$ cat src/rtl/jtframe_68kdma_arb_pkg.sv
// Shared types and helpers for the 68000 DMA bus-master arbiter.
package jtframe_68kdma_arb_pkg;

  typedef enum logic [1:0] {
    ST_IDLE = 2'd0,
    ST_REQ  = 2'd1,
    ST_OWN  = 2'd2,
    ST_GAP  = 2'd3
  } arb_state_t;

  // Width of a device index; never narrower than one bit.
  function automatic int idx_width(input int n);
    return (n > 1) ? $clog2(n) : 1;
  endfunction

endpackage

$ cat src/rtl/jtframe_68kdma_prio.sv
// Combinational priority picker: lowest set request index, or with
// round-robin the first set index at or after i_ptr with wrap-around.
module jtframe_68kdma_prio
  import jtframe_68kdma_arb_pkg::*;
#(
  parameter int BW = 2,
  parameter int PW = idx_width(BW)
) (
  input  logic [BW-1:0] i_req,
  input  logic [PW-1:0] i_ptr,
  input  logic          i_rr,
  output logic          o_valid,
  output logic [PW-1:0] o_win
);

  // Scan BW candidates starting at the pointer; the wrap is explicit
  // because BW need not be a power of two.
  always_comb begin
    int unsigned w_start;
    int unsigned w_idx;
    o_valid = 1'b0;
    o_win   = '0;
    w_start = i_rr ? 32'(i_ptr) : 32'd0;
    for (int unsigned k = 0; k < BW; k++) begin
      w_idx = w_start + k;
      if (w_idx >= BW) w_idx = w_idx - BW;
      if (!o_valid && i_req[w_idx]) begin
        o_valid = 1'b1;
        o_win   = PW'(w_idx);
      end
    end
  end

endmodule

$ cat src/rtl/jtframe_68kdma_arb.sv
// 68000 bus-master arbiter: requests the CPU bus on behalf of BW DMA
// devices, grants one device per tenure and optionally limits tenure length.
module jtframe_68kdma_arb
  import jtframe_68kdma_arb_pkg::*;
#(
  parameter int BW      = 2,
  parameter int RR      = 0,
  parameter int MAXHOLD = 0,
  parameter int CW      = 8
) (
  input  logic          clk,
  input  logic          rst,
  input  logic          cen,
  output logic          cpu_BRn,
  output logic          cpu_BGACKn,
  input  logic          cpu_BGn,
  input  logic          cpu_ASn,
  input  logic          cpu_DTACKn,
  input  logic [BW-1:0] dev_br,
  output logic [BW-1:0] dev_bg,
  output logic          hold_to
);

  localparam int PW = idx_width(BW);
  localparam logic [CW-1:0] HOLD_LAST = CW'((MAXHOLD > 0) ? MAXHOLD - 1 : 0);

  arb_state_t    r_state, w_state_nxt;
  logic [PW-1:0] r_sel, w_sel_nxt;
  logic [PW-1:0] r_ptr, w_ptr_nxt;
  logic [CW-1:0] r_cnt, w_cnt_nxt;
  logic          r_brn, w_brn_nxt;
  logic          r_bgackn, w_bgackn_nxt;
  logic [BW-1:0] r_bg, w_bg_nxt;
  logic          r_hto, w_hto_nxt;

  logic          w_valid;
  logic [PW-1:0] w_win;
  logic [PW-1:0] w_ptr_inc;
  logic          w_timeout;
  logic          w_grant_ok;

  jtframe_68kdma_prio #(
    .BW (BW),
    .PW (PW)
  ) u_prio (
    .i_req   (dev_br),
    .i_ptr   (r_ptr),
    .i_rr    (RR != 0),
    .o_valid (w_valid),
    .o_win   (w_win)
  );

  assign w_ptr_inc  = (32'(r_sel) + 32'd1 >= 32'(BW)) ? '0 : r_sel + PW'(1);
  assign w_timeout  = (MAXHOLD != 0) && (r_cnt == HOLD_LAST);
  assign w_grant_ok = !cpu_BGn && cpu_ASn && cpu_DTACKn;

  // Next-state and registered-output decisions for each arbitration phase.
  always_comb begin
    w_state_nxt  = r_state;
    w_sel_nxt    = r_sel;
    w_ptr_nxt    = r_ptr;
    w_cnt_nxt    = r_cnt;
    w_brn_nxt    = r_brn;
    w_bgackn_nxt = r_bgackn;
    w_bg_nxt     = r_bg;
    w_hto_nxt    = 1'b0;
    unique case (r_state)
      ST_IDLE: begin
        if (w_valid) begin
          w_sel_nxt   = w_win;
          w_brn_nxt   = 1'b0;
          w_state_nxt = ST_REQ;
        end
      end
      ST_REQ: begin
        if (!dev_br[r_sel]) begin
          w_brn_nxt   = 1'b1;
          w_state_nxt = ST_IDLE;
        end else if (w_grant_ok) begin
          w_bgackn_nxt = 1'b0;
          w_brn_nxt    = 1'b1;
          w_bg_nxt     = BW'(1) << r_sel;
          w_cnt_nxt    = '0;
          w_state_nxt  = ST_OWN;
        end
      end
      ST_OWN: begin
        w_cnt_nxt = r_cnt + CW'(1);
        if (!dev_br[r_sel] || w_timeout) begin
          w_bg_nxt     = '0;
          w_bgackn_nxt = 1'b1;
          // Request still high here means the release came from the hold
          // limit alone; a simultaneous drop counts as a normal end.
          w_hto_nxt    = dev_br[r_sel];
          w_state_nxt  = ST_GAP;
        end
      end
      ST_GAP: begin
        if (RR != 0) w_ptr_nxt = w_ptr_inc;
        w_state_nxt = ST_IDLE;
      end
      default: w_state_nxt = ST_IDLE;
    endcase
  end

  // State and output registers, advancing only on clock-enable ticks.
  always_ff @(posedge clk or posedge rst) begin
    if (rst) begin
      r_state  <= ST_IDLE;
      r_sel    <= '0;
      r_ptr    <= '0;
      r_cnt    <= '0;
      r_brn    <= 1'b1;
      r_bgackn <= 1'b1;
      r_bg     <= '0;
      r_hto    <= 1'b0;
    end else if (cen) begin
      r_state  <= w_state_nxt;
      r_sel    <= w_sel_nxt;
      r_ptr    <= w_ptr_nxt;
      r_cnt    <= w_cnt_nxt;
      r_brn    <= w_brn_nxt;
      r_bgackn <= w_bgackn_nxt;
      r_bg     <= w_bg_nxt;
      r_hto    <= w_hto_nxt;
    end
  end

  assign cpu_BRn    = r_brn;
  assign cpu_BGACKn = r_bgackn;
  assign dev_bg     = r_bg;
  assign hold_to    = r_hto;

endmodule
$ cat config.mk
export PLATFORM = sky130hd
export DESIGN_NAME = jtframe_68kdma_arb
export DESIGN_NICKNAME = d
export VERILOG_FILES = /design/src/rtl/jtframe_68kdma_arb_pkg.sv /design/src/rtl/jtframe_68kdma_prio.sv /design/src/rtl/jtframe_68kdma_arb.sv
export SDC_FILE = /design/constraint.sdc
export NUM_CORES = 1
export LEC_CHECK = 0
export CAP_MARGIN = 20
export CORE_AREA = 2 2 39 41
export CTS_BUF_LIST = sky130_fd_sc_hd__clkbuf_4 sky130_fd_sc_hd__clkbuf_8 sky130_fd_sc_hd__clkbuf_16
export CTS_CLUSTER_SIZE = 14
export DETAILED_ROUTE_END_ITERATION = 10
export DIE_AREA = 0 0 41 43
export SYNTH_ARGS = -nofsm -noshare
export SYNTH_HDL_FRONTEND = slang
export SYNTH_SLANG_ARGS = --single-unit
$ cat constraint.sdc
create_clock -name clk -period 1.8 [get_ports clk]
set_clock_uncertainty 0.05 [all_clocks]
set_input_delay 0.36 -clock clk [delete_from_list [all_inputs] [get_ports clk]]
set_output_delay 0.36 -clock clk [all_outputs]
set_load 0.05 [all_outputs]
==> impl_metrics.prom <==
# TYPE chip_impl_metric gauge
chip_impl_metric{name="met2WireLength",unit="um"} 354
chip_impl_metric{name="post_cts.resized_instances",unit=""} 0
chip_impl_metric{name="die-area",unit="sq mm"} 0.001763
chip_impl_metric{name="grt_max_degree",unit=""} 8
chip_impl_metric{name="synth_area",unit="sq um"} 395.4
chip_impl_metric{name="report.final.hold_viol_count",unit=""} 0
chip_impl_metric{name="yosys.area_share.simple",unit="%"} 24.68
chip_impl_metric{name="later_pin_clock_latency_in_the_skew_report",unit="ns"} 0.25
chip_impl_metric{name="remaining_drc_errors",unit=""} 0
chip_impl_info{name="cts_tree",value="done"} 1
chip_impl_metric{name="number_of_cells_in_the_finished_layout_apart_from_fillers",unit=""} 71
chip_impl_metric{name="final_nets",unit=""} 64
chip_impl_metric{name="detailedRoute.firstPassIterationCount",unit=""} 4
chip_impl_metric{name="final_period_minus_worst_setup_slack",unit="ns"} 1.592
chip_impl_metric{name="antenna_diode_count",unit=""} 0
chip_impl_metric{name="drt_wl_total",unit="um"} 752
chip_impl_metric{name="gp_congestion",unit=""} 0.7674
chip_impl_metric{name="synthesis.nets",unit=""} 45
chip_impl_metric{name="postLayoutCoreUtil",unit="%"} 42.86
chip_impl_metric{name="clock_path_buffers",unit=""} 2
chip_impl_metric{name="setup_viol",unit=""} 0
chip_impl_metric{name="synth.lib_cells_used.distinct",unit=""} 24
chip_impl_metric{name="detail-route-antenna-nets",unit=""} 0
chip_impl_metric{name="worst-r2r-cell-count",unit=""} 3
chip_impl_metric{name="cts_num_sinks",unit=""} 7
chip_impl_metric{name="cts.repair_timing.setup_buffer_count",unit=""} 0
chip_impl_info{name="rsz0062_at_grt",value="no"} 1
chip_impl_metric{name="ioPinCount",unit=""} 13
chip_impl_metric{name="place.port_buffers",unit=""} 11
chip_impl_info{name="startpoint_type",value="primary input"} 1
chip_impl_metric{name="post_synth_fa_ha_maj_area_fraction",unit="%"} 0
chip_impl_info{name="critical_path.startpoint",value="dev_br[0]"} 1
chip_impl_metric{name="post_synth_mux_area_share",unit="%"} 12.34
chip_impl_metric{name="first_global_vias",unit=""} 321
chip_impl_metric{name="worst-endpoint-arrival",unit="ns"} 1.71
chip_impl_metric{name="flow.area_growth_from_synthesis",unit="%"} 50.00
chip_impl_info{name="r2r-start",value="r_sel$_DFFE_PP0P_"} 1
chip_impl_info{name="main_combinational_cell_family_by_area_after_synthesis",value="simple AND/OR/NAND/NOR gates"} 1
chip_impl_metric{name="fp.dieW",unit="um"} 41
chip_impl_metric{name="post_synth.cell_area_avg",unit="sq um"} 10.69
chip_impl_metric{name="fmax_achieved",unit="MHz"} 628.2
chip_impl_metric{name="final_layout_size_suffix_gt1_share",unit="%"} 30.91
chip_impl_metric{name="vdd.ir_drop.worst",unit="mV"} 0.5889
chip_impl_metric{name="routed_via_density",unit=""} 4.803
chip_impl_metric{name="cts_hold_buf",unit=""} 0
chip_impl_info{name="min_delay_path_class",value="primary input to asynchronous set/reset pin"} 1
chip_impl_info{name="cts.root.buffer_cell",value="clkbuf_4"} 1
chip_impl_metric{name="ff2ff_setup_slack",unit="ns"} 0.32
chip_impl_metric{name="rows",unit=""} 14
chip_impl_metric{name="area.sequential",unit="sq um"} 177.7
chip_impl_metric{name="yosysSeqAreaShare",unit="%"} 44.94
chip_impl_metric{name="cp_max_fo",unit=""} 4
chip_impl_metric{name="route.vias.total",unit=""} 341
chip_impl_metric{name="routedWlPerCell",unit="um"} 10.59
chip_impl_metric{name="die_h",unit="um"} 43
chip_impl_metric{name="total_cts_buffers",unit=""} 3
chip_impl_info{name="cp-end-kind",value="flop"} 1
chip_impl_metric{name="grt-ovfl-total",unit=""} 0
chip_impl_metric{name="globalRouteTotalUtil",unit="%"} 11.22
chip_impl_metric{name="place_hpwl",unit="um"} 596.3
chip_impl_metric{name="synth-xor-area-share",unit="%"} 0
chip_impl_metric{name="ys_seq_elements",unit=""} 7
chip_impl_metric{name="htree_levels",unit=""} 1
chip_impl_metric{name="drt-met1-wl",unit="um"} 355
chip_impl_metric{name="wl_met3",unit="um"} 43
chip_impl_metric{name="cellLeakagePower",unit="nW"} 0.2695
chip_impl_metric{name="min_period_over_period",unit="%"} 88.43
chip_impl_metric{name="p_per_area",unit="mW/mm^2"} 1685
chip_impl_metric{name="multiInputGateArea",unit="sq um"} 198.9
chip_impl_metric{name="cp_required",unit="ns"} 1.92
chip_impl_metric{name="max_capacitance_violation_count",unit=""} 0
chip_impl_metric{name="post-place-ws",unit="ns"} -0.05990
chip_impl_metric{name="dp.cells",unit=""} 67
chip_impl_metric{name="grt_pass1_wl",unit="mm"} 1.283
chip_impl_metric{name="layout_fillers",unit=""} 140
chip_impl_info{name="outcome",value="completed"} 1
chip_impl_info{name="critPathKind",value="primary input to flop"} 1
chip_impl_metric{name="synthesis.instances",unit=""} 37
chip_impl_metric{name="core_region_area",unit="sq mm"} 0.001384
chip_impl_metric{name="finalSetupTns",unit="ns"} 0
chip_impl_metric{name="post_route_setup_slack",unit="ns"} 0.2083
chip_impl_metric{name="clk_transition_reported_paths",unit="ns"} 0.05
chip_impl_metric{name="slew_violations",unit=""} 0
chip_impl_metric{name="floorplan.initialDensity",unit="%"} 28.57
chip_impl_metric{name="post_synthesis_compound_gate_area_fraction",unit="%"} 12.34
chip_impl_metric{name="synth-warning-count",unit=""} 0
chip_impl_info{name="top_layer_used",value="met3"} 1
chip_impl_metric{name="drt_iter0_drc",unit=""} 9
chip_impl_metric{name="antenna_found_initial",unit=""} 0
chip_impl_info{name="rr_endpoint",value="r_state[0]$_DFFE_PP0P_"} 1
[worst max path at each step]
stage / end / slack, ns / cells after the start
floorplan: r_state[0]$_DFFE_PP0P_ / 0.32 / 3
detailed placement: dev_bg[0]$_DFFE_PP0P_ / -0.06 / 5
finish: dev_bg[0]$_DFFE_PP0P_ / 0.21 / 5
CTS: dev_bg[0]$_DFFE_PP0P_ / 0.20 / 5
global route: dev_bg[0]$_DFFE_PP0P_ / 0.11 / 5
global placement: dev_bg[1]$_DFFE_PP0P_ / -0.03 / 5
[synthesized netlist by cell type]
library cell / n / area share [%]
a21o_1: 1 / 1.9
nor2_1: 3 / 2.8
and3b_1: 1 / 2.2
inv_1: 3 / 2.8
o31ai_1: 2 / 3.8
nand2_1: 1 / 0.95
o22ai_1: 1 / 1.6
conb_1: 1 / 0.95
a21oi_1: 2 / 2.5
dfrtp_1: 5 / 32
nor3b_1: 1 / 1.9
nor4b_1: 1 / 2.2
buf_4: 1 / 1.9
and2b_1: 1 / 1.9
nor3_1: 1 / 1.3
mux2i_2: 1 / 3.5
mux2_4: 1 / 3.8
nor4b_4: 1 / 6.0
dfstp_2: 2 / 13
o21ai_0: 2 / 2.5
or4_1: 1 / 1.9
nand2b_1: 1 / 1.6
mux2i_1: 2 / 5.1
nand3b_1: 1 / 1.9
[final cells by class]
class	count	share of cell area (%)
multi-input cells	26	33.54
flip-flops and latches	7	29.96
inverters	3	1.899
well taps	16	3.376
repair buffers	15	26.16
clock buffers	4	5.063
[cells in the final DEF, fill, tap and decap left out, types with 2 or more instances in the layout]
master / count
buf_4: 6
a21oi_1: 2
buf_12: 2
mux2i_1: 2
nor2_1: 3
dfrtp_1: 5
o31ai_1: 2
clkbuf_4: 4
inv_1: 3
dfstp_2: 2
o21ai_0: 2
clkdlybuf4s50_1: 7
[per-stage QoR]
stage	cell area (sq um)	power (mW)	hold WS (ns)
floorplan	395.4	0.6219	0.1119
global placement	563.0	0.8406	0.4502
detailed placement	563.0	0.8440	0.4547
CTS	593.1	1.009	0.3013
global route	593.1	1.058	0.3079
finish	593.1	0.9994	0.2914
[kinds of logic after synthesis]
kind of cell,count (synthesis)
muxes,4
buffers and inverters,4
AOI/OAI and AO/OA,8
DFF,7
and+or+nand+nor,13
other,1
[power by group]
group,internal (mW),switching (mW)
sequential,0.246,0.0844
clock,0.0999,0.0618
combinational,0.245,0.262
[metal layers]
| layer | track usage [%] | up-vias |
|---|---|---|
| met5 | 0 | - |
| li1 | - | 167 |
| met1 | 14.80 | 163 |
| met3 | 6.283 | 0 |
| met2 | 14.06 | 11 |
| met4 | 6.000 | 0 |
[worst max-delay path, cell delays in order]
cell and delay [ns]:
clkdlybuf4s50_1 0.53, mux2i_2 0.11, buf_4 0.15, nor4b_4 0.32
mux2i_1 0.24
(Power assumes the default switching activity.)
